$ cat config.mk
export PLATFORM = sky130hd
export DESIGN_NAME = kmap8
export DESIGN_NICKNAME = d
export VERILOG_FILES = /design/src/rtl/kmap8.sv
export SDC_FILE = /design/constraint.sdc
export NUM_CORES = 1
export LEC_CHECK = 0
export ABC_AREA = 1
export CORE_AREA = 4 4 41 43
export CTS_BUF_LIST = sky130_fd_sc_hd__clkbuf_8 sky130_fd_sc_hd__clkbuf_16
export CTS_CLUSTER_SIZE = 16
export DETAILED_ROUTE_END_ITERATION = 8
export DIE_AREA = 0 0 45 47
export GPL_TIMING_DRIVEN = 0
export PLACE_DENSITY = 0.4
export SYNTH_ARGS = -nofsm -noshare
export SYNTH_HDL_FRONTEND = slang
export SYNTH_SLANG_ARGS = --single-unit
$ cat constraint.sdc
create_clock -name clk -period 0.8 [get_ports clk]
set_input_delay 0.2 -clock clk [delete_from_list [all_inputs] [get_ports clk]]
set_output_delay 0.2 -clock clk [all_outputs]
set_load 0.02 [all_outputs]
$ cat src/rtl/kmap8.sv
// kmap8: registered 4-input K-map function (in: clk, rst, a, b, c, d; out: mux_in[3:0] pre-stage, out registered f)
module kmap8 (
  input  logic       clk,
  input  logic       rst,
  input  logic       a,
  input  logic       b,
  input  logic       c,
  input  logic       d,
  output logic [3:0] mux_in,
  output logic       out
);
  logic f;
  always_comb begin
    mux_in[0] = c ? 1'b1 : d;
    mux_in[1] = 1'b0;
    mux_in[2] = d ? 1'b0 : 1'b1;
    mux_in[3] = c ? d : 1'b0;
    f = mux_in[{a, b}];
  end
  always_ff @(posedge clk or posedge rst)
    if (rst) out <= 1'b0;
    else out <= f;
endmodule

==> flow_summary_export.csv <==
group,metric,value,unit
run_status,run_status,"completed",
die,die_area,2120,um2
global_route,antenna_found_initial,0,
yosys,synthesis.area,90.1,um2
worst_setup_path,crit_type,"in -> out",
sta,rsz0062_at_grt,"false",
detailed_routing,viasPerCell,2.63,
global_route,grt_pass1_vias,120,
sta,layout_worst_path_cycle_share,95.2,%
yosys,yosys_warnings,0,
placement,dpl.hpwl,208,um
final_layout,mostFrequentLayoutCell,"buf_2",
placement,dp_cells,40,
die,core.rowCount,13,
detailed_routing,vias,105,
yosys,syn_area_per_cell,5.63,um2
clocking,cts_hold_buf,0,
worst_setup_path,required,0.60,ns
placement,place_congestion,0.630,
detailed_routing,routed_wl,237,um
min_path,min_path_type,"in -> async",
power_and_ir_drop,ir_drop,0.220,mV
global_route,grt_pass1_wl,434,um
final_layout,n_antenna_cell,0,
worst_setup_path,path_delay_family,"buffers and inverters",
worst_setup_path,crit_path_cell_trace,"buf_2, inv_2, nand2_2, buf_6",
worst_setup_path,worst-path-stages,4,
detailed_routing,drtAntennaViolNets,0,
die,die_h,47,um
sta,hold_viol,0,
die,start_util,6.92,%
sta,clock.fmax,1.31,GHz
sta,drv_slew,0,
worst_setup_path,setup.worst_path.start,"d",
flow_run,maxCapViolations,0,
global_route,grt.overflow.total,0,
detailed_routing,routedWlPerCell,5.93,um
placement,portBuffers,9,
die,fp.dieW,45,um
sta,setup_viol,0,
die,io_pins,11,
yosys,syn_inst,16,
sta,fin_crit,0.762,ns
yosys,ys_seq_elements,1,
power_and_ir_drop,powerDensity,785,nW/um2
final_layout,syn_to_final_growth,103,%
final_layout,largest_register_ffs,1,
clocking,cts.clk_slew.worst_paths,0,ns
yosys,syn_nets,22,
worst_setup_path,path_max_fanout,3,
final_layout,nNetsFinal,33,
worst_setup_path,cp_slowest_stage_delay,0.13,ns
detailed_routing,drt-pass1-iter-count,4,
worst_setup_path,crit_path_end_kind,"primary output",
worst_setup_path,critPathLaunchType,"input port",
final_layout,drive_gt1_share,48.0,%
final_layout,top_register,"out",
final_layout,top_regs,"out x1",
global_route,grt_max_degree,4,
detailed_routing,drc,0,
clocking,post_cts_buffers,0,
worst_setup_path,arrival,0.56,ns
worst_setup_path,crit_slowest_cell,"buf_6",
power_and_ir_drop,leakage,0.113,nW
final_layout,nFillCells,166,
worst_setup_path,critical_path.endpoint,"mux_in[0]",
worst_setup_path,cp_num_buf_inv,3,
yosys,synth-seq-area-share,27.8,%
final_layout,final_cell_mix,"buf_2 (4), inv_2 (3), inv_1 (3), nand2_1 (3)",
detailed_routing,drtIter0Drc,1,
global_route,grt_util_all_layers,2.60,%
sta,setup_tns,0,ns
final_layout,stdcell_count,40,
die,coreArea,1300,um2
yosys,synth_cell_types,8,
==> synth_stat cells, drive strengths merged <==
cell type,instances,share of area [%]
buf,1,8.3
nand2,5,24
conb,1,4.2
nand3,2,11
inv,6,25
dfrtp,1,28
==> worst min path at each step <==
stage,endpoint,slack [ns]
after detailed placement,out,0.35
after global routing,out,0.39
after CTS,out,0.36
after global placement,out,0.35
final,out,0.35
after floorplan,out,-0.07
==> metrics by stage <==
stage | hold slack [ns] | area, um2 | utilization (%) | total power, W | setup WS (ns)
final | 0.352 | 183 | 14.0 | 0.000143 | 0.0381
after global routing | 0.385 | 183 | 14.0 | 0.000154 | 0.000192
after CTS | 0.357 | 188 | 14.4 | 0.000146 | 0.00697
after detailed placement | 0.350 | 199 | 15.3 | 0.000154 | -0.849
after global placement | 0.348 | 199 | 15.3 | 0.000154 | -0.875
after floorplan | -0.0713 | 90.1 | - | 0.000100 | 0.145
==> where the power goes <==
part	switching, W	internal (W)	leakage, nW	total, W
Sequential	0.000000733	0.0000560	0.0123	0.0000567
Clock	0	0	0	0
Combinational	0.0000471	0.0000395	0.100	0.0000866
==> per-layer routing <==
metal	global-route usage [%]	share of wire (%)	vias up
li1	-	-	60
met5	0	0	-
met2	3.39	17	11
met4	0	0	0
met3	1.53	35	0
met1	3.84	48	34
==> what timing repair did <==
action,CTS,global route
pin swaps,1,0
cloned,0,0
resized for setup,31,3
endpoints found under the setup margin,5,2
==> area by class of cell <==
type / count / area, um2 / area share [%]
Sequential cell: 1 / 25.0 / 13.7
Buffer: 1 / 7.51 / 4.11
Multi-Input combinational cell: 8 / 37.5 / 20.5
Inverter: 6 / 22.5 / 12.3
Tap cell: 15 / 18.8 / 10.3
Timing Repair Buffer: 9 / 71.3 / 39.0
==> cell families (layout without fill, tap and decap cells) <==
logic type	after synthesis	count (layout)	synth area share, %
buffers and inverters	7	16	33.3
AND/OR/NAND/NOR	7	7	34.7
flip-flops	1	1	27.8
other	1	1	4.16
Power figures use the tool's default switching activity.
